===== config.mk =====
export PLATFORM = sky130hd
export DESIGN_NAME = bp_io_stream_axil_writer
export DESIGN_NICKNAME = d
export VERILOG_FILES = /design/src/rtl/bp_io_stream_axil_writer.sv
export SDC_FILE = /design/constraint.sdc
export NUM_CORES = 1
export LEC_CHECK = 0
export ABC_AREA = 1
export ABC_CLOCK_PERIOD_IN_PS = 2800
export BUFFER_PORTS_ARGS = -buffer_cell sky130_fd_sc_hd__buf_2
export CAP_MARGIN = 20
export CORE_ASPECT_RATIO = 0.6
export CORE_MARGIN = 2
export CORE_UTILIZATION = 35
export CTS_CLUSTER_DIAMETER = 60
export DETAILED_ROUTE_END_ITERATION = 6
export PLACE_DENSITY = 0.55
export SYNTH_ARGS = -nofsm -noshare
export SYNTH_HDL_FRONTEND = slang
export SYNTH_SLANG_ARGS = --single-unit

===== constraint.sdc =====
create_clock -name clk_i -period 2.8 [get_ports clk_i]
set_input_delay 0.14 -clock clk_i [delete_from_list [all_inputs] [get_ports clk_i]]
set_output_delay 0.14 -clock clk_i [all_outputs]
set_load 0.1 [all_outputs]

===== src/rtl/bp_io_stream_axil_writer.sv =====
// Drains BlackParrot I/O command words through a small FIFO, one AXI4-Lite write per word,
// to a fixed mailbox address; counts completed writes and latches any error response.
module bp_io_stream_axil_writer #(
  parameter int fifo_els_p = 4,
  parameter int axil_addr_width_p = 32,
  parameter int axil_data_width_p = 32,
  parameter logic [axil_addr_width_p-1:0] mailbox_addr_p = '0,
  parameter int count_width_p = 16
) (
  input  logic                         clk_i,
  input  logic                         reset_n_i,
  input  logic [31:0]                  data_i,
  input  logic                         v_i,
  output logic                         ready_o,
  output logic [axil_addr_width_p-1:0] m_axil_awaddr_o,
  output logic [2:0]                   m_axil_awprot_o,
  output logic                         m_axil_awvalid_o,
  input  logic                         m_axil_awready_i,
  output logic [axil_data_width_p-1:0] m_axil_wdata_o,
  output logic [3:0]                   m_axil_wstrb_o,
  output logic                         m_axil_wvalid_o,
  input  logic                         m_axil_wready_i,
  input  logic [1:0]                   m_axil_bresp_i,
  input  logic                         m_axil_bvalid_i,
  output logic                         m_axil_bready_o,
  output logic [count_width_p-1:0]     sent_count_o,
  output logic                         error_o,
  output logic                         idle_o
);

  localparam int ptr_w = $clog2(fifo_els_p);

  typedef enum logic [1:0] {IDLE, SEND, RESP} state_e;

  state_e                   state_reg;
  logic [31:0]              mem [fifo_els_p];
  logic [ptr_w:0]           wptr_reg;
  logic [ptr_w:0]           rptr_reg;
  logic                     awvalid_reg;
  logic                     wvalid_reg;
  logic                     bready_reg;
  logic                     aw_done_reg;
  logic                     w_done_reg;
  logic                     error_reg;
  logic [31:0]              wdata_reg;
  logic [count_width_p-1:0] sent_reg;

  logic full;
  logic empty;
  logic push;
  logic aw_hs;
  logic w_hs;

  // Extra wrap bit tells full from empty when the index bits match.
  assign empty = (wptr_reg == rptr_reg);
  assign full  = (wptr_reg[ptr_w] != rptr_reg[ptr_w]) &&
                 (wptr_reg[ptr_w-1:0] == rptr_reg[ptr_w-1:0]);
  assign push  = v_i & ~full;
  assign aw_hs = awvalid_reg & m_axil_awready_i;
  assign w_hs  = wvalid_reg & m_axil_wready_i;

  assign ready_o          = ~full;
  assign idle_o           = empty && (state_reg == IDLE);
  assign m_axil_awaddr_o  = mailbox_addr_p;
  assign m_axil_awprot_o  = 3'b000;
  assign m_axil_awvalid_o = awvalid_reg;
  assign m_axil_wdata_o   = wdata_reg;
  assign m_axil_wstrb_o   = 4'hF;
  assign m_axil_wvalid_o  = wvalid_reg;
  assign m_axil_bready_o  = bready_reg;
  assign sent_count_o     = sent_reg;
  assign error_o          = error_reg;

  always_ff @(posedge clk_i) begin
    if (push) begin
      mem[wptr_reg[ptr_w-1:0]] <= data_i;
    end
  end

  always_ff @(posedge clk_i or negedge reset_n_i) begin
    if (!reset_n_i) begin
      state_reg   <= IDLE;
      wptr_reg    <= '0;
      rptr_reg    <= '0;
      awvalid_reg <= 1'b0;
      wvalid_reg  <= 1'b0;
      bready_reg  <= 1'b0;
      aw_done_reg <= 1'b0;
      w_done_reg  <= 1'b0;
      error_reg   <= 1'b0;
      wdata_reg   <= '0;
      sent_reg    <= '0;
    end else begin
      if (push) begin
        wptr_reg <= wptr_reg + 1'b1;
      end
      case (state_reg)
        IDLE: begin
          if (!empty) begin
            state_reg   <= SEND;
            awvalid_reg <= 1'b1;
            wvalid_reg  <= 1'b1;
            aw_done_reg <= 1'b0;
            w_done_reg  <= 1'b0;
            wdata_reg   <= mem[rptr_reg[ptr_w-1:0]];
          end
        end
        SEND: begin
          // AW and W retire independently; the response phase waits for both.
          if (aw_hs) begin
            awvalid_reg <= 1'b0;
            aw_done_reg <= 1'b1;
          end
          if (w_hs) begin
            wvalid_reg <= 1'b0;
            w_done_reg <= 1'b1;
          end
          if ((aw_done_reg | aw_hs) && (w_done_reg | w_hs)) begin
            state_reg  <= RESP;
            bready_reg <= 1'b1;
          end
        end
        RESP: begin
          if (m_axil_bvalid_i) begin
            state_reg  <= IDLE;
            bready_reg <= 1'b0;
            rptr_reg   <= rptr_reg + 1'b1;
            if (sent_reg != '1) begin
              sent_reg <= sent_reg + 1'b1;
            end
            if (m_axil_bresp_i != 2'b00) begin
              error_reg <= 1'b1;
            end
          end
        end
        default: state_reg <= IDLE;
      endcase
    end
  end

endmodule


==> impl_metrics.toml, run 1 <==
[grt]
grt_pass1_wl_mm = 28.1
grt_pass1_vias = 4922
grt_usage = 0.152
grt_max_degree = 67
gr-total-overflow = 0
antenna_found_initial = 1

[worst_setup_path]
required_ns = 2.66
r2r_slack_ns = 0.71
reg2reg_from = "wptr_reg[1]"
crit_path_top_delay_cell = "dfrtp_1"
endpoint_kind = "primary output"
rr_worst_depth = 6
crit_type = "reg2out"
slowest_delay_ns = 0.45
crit_path_start = "wptr_reg[0]"
arrival_ns = 2.15
cp_cell_sequence = "xor2_2, nor2_4, nand2_4, nor3_2, buf_2"
cp-start-kind = "register"
crit_fanout = 34
r2r_end = "mem[3][5]"

[placement]
portBuffers = 93
hpwl_mm = 11.1
gp_congestion = 0.776
place_ws_ns = 0.693

[logic_synthesis]
yosys-top-cells-count = "166 x nand2_1, 128 x edfxtp_1, 116 x nor2_1"
synth_compound_area_frac = 0.0626
synth_most_common_cell = "nand2_1"
async_reset_ff_frac = 0.326
ys_warn_count = 0
yosysSeqAreaShare = 0.664
netlist.area_leader.share = 0.473
synthAdderAreaFrac = 0.00924
syn_inst = 752
synth_area_leaders = "edfxtp_1 47%, dfrtp_1 19%, nand2_1 7.7%"
synth_cell_types = 31
ys_ff_latch = 190
synthSimpleGateAreaFrac = 0.177
synth_xor_area_frac = 0.0160
synth_edf_count = 128
synth_top_area_cell = "edfxtp_1"
synth_area_per_cell_sq_um = 10.8
synth.area.mux_share = 0
synth_top_family_by_area = "simple AND/OR/NAND/NOR gates"
synth_area_sq_mm = 0.00813
ys.flop_type = "edfxtp_1"

[drt]
viasPerCell = 4.45
num_vias = 5365
firstDrtPassIters = 4
antenna_left = 0
drc_errors = 0
drtIter0Drc = 361
wirelength_mm = 17.8
wl_per_cell_um = 14.7

[clock_tree]
clock_sink_count = 190
clock_path_buffers = 2
clkLatencyLatePin_ns = 0.43
clkTransAtPathRegs_ns = 0.07
cts_tree = "built"
cts_setup_buffers = 0
cts_made_buffers = 17
cts_max_level = 4
cts-root-buf = "clkbuf_16"
post_cts_resized = 0

[hold_path]
min_from = "m_axil_awready_i"
hold_end = "aw_done_reg"
min_path_cells = 5
hp-class = "in2reg"

[sta]
finalHoldViolCount = 0
slew_viol_final = 0
slew_headroom = 0.416
period_minus_slack_ns = 2.29
setup_ws_ns = 0.508
setup_tns_ns = 0
fmax_mhz = 436
worst_pin_slew_ns = 0.876
setup_violations = 0
finalCritPeriodShare = 0.819
skew_ns = 0.0100
hold_ws_ns = 0.0585
rsz0062_at_grt = "no"

[floorplanning]
dieArea_sq_mm = 0.0245
die_w_um = 201
placementRows = 43
die_h_um = 122
ios = 133
core-area_sq_mm = 0.0230
initial_core_util = 0.354

[layout]
fillCellCount = 2223
nets = 923
drive_above_1_share = 0.182
largest_register_ffs = 128
utilization = 0.424
area_growth_pct = 19.9

[power]
peakVddDrop_uv = 626
power_density_mw_per_mm2 = 1250
p_leak_nw = 4.07

[run]
max_cap_violations = 0

[outcome]
status = "complete, no violations"
per-stage QoR:
stage	cell area [sq um]	std cells	power, mW
detailed placement	8810	1136	9.95
global placement	8810	1136	9.93
CTS	9750	1205	12.4
global route	9750	1206	13.0
finish	9750	1206	12.2
floorplan	8280	789	8.81
logic make-up after synthesis:
group,after synthesis
xor gates and xnor gates,14
AOI/OAI and AO/OA,100
other,2
buffers and inverters,95
and+or+nand+nor,345
DFF,190
adders and majority gates,6
placed cells by master, fill, tap and decap left out, types with 2 or more instances in the layout:
cell	netlist	final
buf_12	0	4
buf_2	11	92
buf_4	44	7
clkbuf_1	10	2
clkbuf_16	0	17
clkinv_2	0	2
clkinv_4	0	4
conb_1	2	39
dfrtp_1	62	60
dfrtp_2	0	2
dlygate4sd3_1	0	37
edfxtp_1	128	128
ha_1	6	6
inv_1	20	19
inv_2	4	5
inv_6	0	5
nand2_1	166	166
nand2_2	4	4
nand2_4	4	4
nand3_1	41	41
nand4_1	5	5
nor2_1	116	112
nor2_2	3	2
nor2_4	2	7
nor3_2	1	2
o21ai_0	87	87
o21ai_1	10	10
xnor2_1	5	5
xor2_1	8	8
power breakdown:
| group | total [mW] | internal [mW] | switching, mW |
|---|---|---|---|
| Combinational | 5.72 | 1.12 | 4.60 |
| Clock | 2.36 | 1.25 | 1.11 |
| Sequential | 4.13 | 3.82 | 0.316 |
| Total | 12.2 | 6.18 | 6.03 |
layer usage:
| layer | vias to the layer above | routed length, um | track usage | share of wire |
|---|---|---|---|---|
| li1 | 2691 | - | - | - |
| met1 | 2551 | 9580 | 0.231 | 0.54 |
| met2 | 109 | 7280 | 0.211 | 0.41 |
| met3 | 14 | 732 | 0.0358 | 0.041 |
| met4 | 0 | 190 | 0.0458 | 0.011 |
| met5 | - | 0 | 0 | 0 |
worst max-delay path, delay by kind of cell, from the launching register on:
family / cells / cell delay [ns]
simple gates: 3 / 0.60
xor+xnor: 1 / 0.21
flops: 1 / 0.45
buf+inv: 1 / 0.45
area by class of cell:
class	count	area, sq um	share of cell area
Timing Repair Buffer	140	963	0.0988
Clock buffer	19	433	0.0444
Inverter	24	90.1	0.00924
Multi-Input combinational cell	504	2340	0.240
Tap cell	315	394	0.0404
Antenna cell	1	2.50	0.000257
Sequential cell	190	5400	0.554
Clock inverter	13	130	0.0133
timing repair:
action,4_1_cts,5_1_grt
hold buffers,37,0
endpoints found under the setup margin,0,0
hold endpoints to repair,193,0
worst max path at each step:
stage / end / depth (start not counted)
2_1_floorplan: mem[3][0] / 6
3_3_place_gp: mem[3][10] / 6
3_5_place_dp: mem[3][8] / 6
4_1_cts: idle_o / 5
5_1_grt: idle_o / 5
6_report: idle_o / 5
(Power assumes the default switching activity.)
==> run 2: changes to the inputs <==
--- a/config.mk
+++ b/config.mk
@@ -6,7 +6,7 @@
 export NUM_CORES = 1
 export LEC_CHECK = 0
 export ABC_AREA = 1
-export ABC_CLOCK_PERIOD_IN_PS = 2800
+export ABC_CLOCK_PERIOD_IN_PS = 2250
 export BUFFER_PORTS_ARGS = -buffer_cell sky130_fd_sc_hd__buf_2
 export CAP_MARGIN = 20
 export CORE_ASPECT_RATIO = 0.6
@@ -14,7 +14,7 @@
 export CORE_UTILIZATION = 35
 export CTS_CLUSTER_DIAMETER = 60
 export DETAILED_ROUTE_END_ITERATION = 6
-export PLACE_DENSITY = 0.55
+export PLACE_DENSITY = 0.53
 export SYNTH_ARGS = -nofsm -noshare
 export SYNTH_HDL_FRONTEND = slang
 export SYNTH_SLANG_ARGS = --single-unit
==> constraint.sdc (replaced) <==
create_clock -name clk_i -period 2.25 [get_ports clk_i]
set_input_delay 0.1125 -clock clk_i [delete_from_list [all_inputs] [get_ports clk_i]]
set_output_delay 0.1125 -clock clk_i [all_outputs]
set_load 0.1 [all_outputs]
==> impl_metrics.toml, run 2 (synthesized netlist as in run 1, its figures left out) <==
[sta]
period_minus_slack_ns = 2.07
skew_ns = 0.0148
setup_violations = 0
rsz0062_at_grt = "no"
finalCritPeriodShare = 0.918
finalHoldViolCount = 0
setup_ws_ns = 0.184
slew_viol_final = 0
worst_pin_slew_ns = 0.707
setup_tns_ns = 0
fmax_mhz = 484
slew_headroom = 0.529

[grt]
grt_max_degree = 67
grt_pass1_vias = 5193
grt_usage = 0.155
antenna_found_initial = 1
gr-total-overflow = 0
grt_pass1_wl_mm = 28.9

[layout]
seqCellArea_sq_mm = 0.00540
area_growth_pct = 21.8
final_cell_mix = "165 x nand2_1, 128 x edfxtp_1, 112 x nor2_1"
multiInputGateArea_sq_mm = 0.00235
utilization = 0.431
largest_register_ffs = 128
final_common_cell = "nand2_1"
drive_above_1_share = 0.194
fillCellCount = 2228
nets = 932

[clock_tree]
clock_path_buffers = 2
clock_sink_count = 190
clkLatencyLatePin_ns = 0.44
cts-root-buf = "clkbuf_16"
cts_made_buffers = 17
cts_setup_buffers = 0
clkTransAtPathRegs_ns = 0.07
cts_max_level = 4
cts_tree = "built"

[drt]
wirelength_mm = 18.2
num_vias = 5448
viasPerCell = 4.48
drc_errors = 0
wl_per_cell_um = 15.0
drtIter0Drc = 287
antenna_left = 0
firstDrtPassIters = 4

[floorplanning]
ios = 133
core-area_sq_mm = 0.0230
dieArea_sq_mm = 0.0245
placementRows = 43
initial_core_util = 0.354
die_w_um = 201
die_h_um = 122

[worst_setup_path]
cp-start-kind = "register"
required_ns = 2.14
crit_type = "reg2out"
crit_fanout = 24
endpoint_kind = "primary output"
arrival_ns = 1.95

[power]
p_leak_nw = 4.14
peakVddDrop_uv = 802
power_density_mw_per_mm2 = 1570

[run]
max_cap_violations = 0

[placement]
portBuffers = 93
gp_congestion = 0.771
hpwl_mm = 11.4
place_ws_ns = 0.348

[outcome]
status = "complete, no violations"

[hold_path]
hp-class = "in2reg"
==> run 2: cell type report <==
cell class                 instances  share of cell area
antenna                            1            0.000253
clock buffer                      20              0.0471
clock inverter                    12              0.0125
inverter                          24             0.00910
multi-input combinational        504               0.238
sequential                       190               0.545
tap                              315              0.0398
timing repair buffer             149               0.108
==> run 2: critical path, stage by stage, from the launching register on <==
cell and delay [ns]:
dfrtp_1 0.44, xor2_1 0.20, nor2_4 0.19, nand2_4 0.24, nor3_4 0.25, buf_12 0.20
==> run 2: power breakdown <==
part           internal (mW)  switching [mW]
logic                   1.54            5.82
registers               4.75           0.408
clock network           1.65            1.39
total                   7.93            7.62
==> run 2: stage by stage <==
step | power (mW) | area (sq um) | std cells | hold slack [ns]
floorplan | 11.0 | 8320 | 789 | -0.183
global placement | 12.6 | 8940 | 1145 | 0.135
detailed placement | 12.6 | 8940 | 1145 | 0.140
CTS | 15.7 | 9900 | 1214 | 0.00924
global route | 16.5 | 9900 | 1215 | 0.0484
finish | 15.5 | 9900 | 1215 | 0.0302
==> run 2: timing repair <==
action / 4_1_cts / 5_1_grt
endpoints found under the hold margin: 168 / 0
gates resized for setup: 0 / 0
hold buffers: 37 / 0
==> run 2: routing by layer <==
layer | part of all wire | wire length [um] | vias up | GRT usage
met1 | 0.52 | 9490 | 2609 | 0.228
met3 | 0.042 | 763 | 15 | 0.0364
met4 | 0.011 | 199 | 0 | 0.0435
met2 | 0.43 | 7720 | 115 | 0.230
met5 | 0 | 0 | - | 0
li1 | - | - | 2709 | -
==> run 2: path summary, 6_finish.rpt <==
kind | from | end | slack [ns] | cells past startpoint
min in group asynchronous | reset_n_i | m_axil_wdata_o[9] | 0.20 | 2
max | wptr_reg[1] | idle_o | 0.18 | 5
max reg2reg | wptr_reg[2] | m_axil_wdata_o[10] | 0.37 | 6
min reg2reg | m_axil_wdata_o[8] | m_axil_wdata_o[8] | 0.47 | 2
max in group asynchronous | reset_n_i | m_axil_wdata_o[19] | 1.48 | 3
min | m_axil_wready_i | w_done_reg | 0.03 | 5
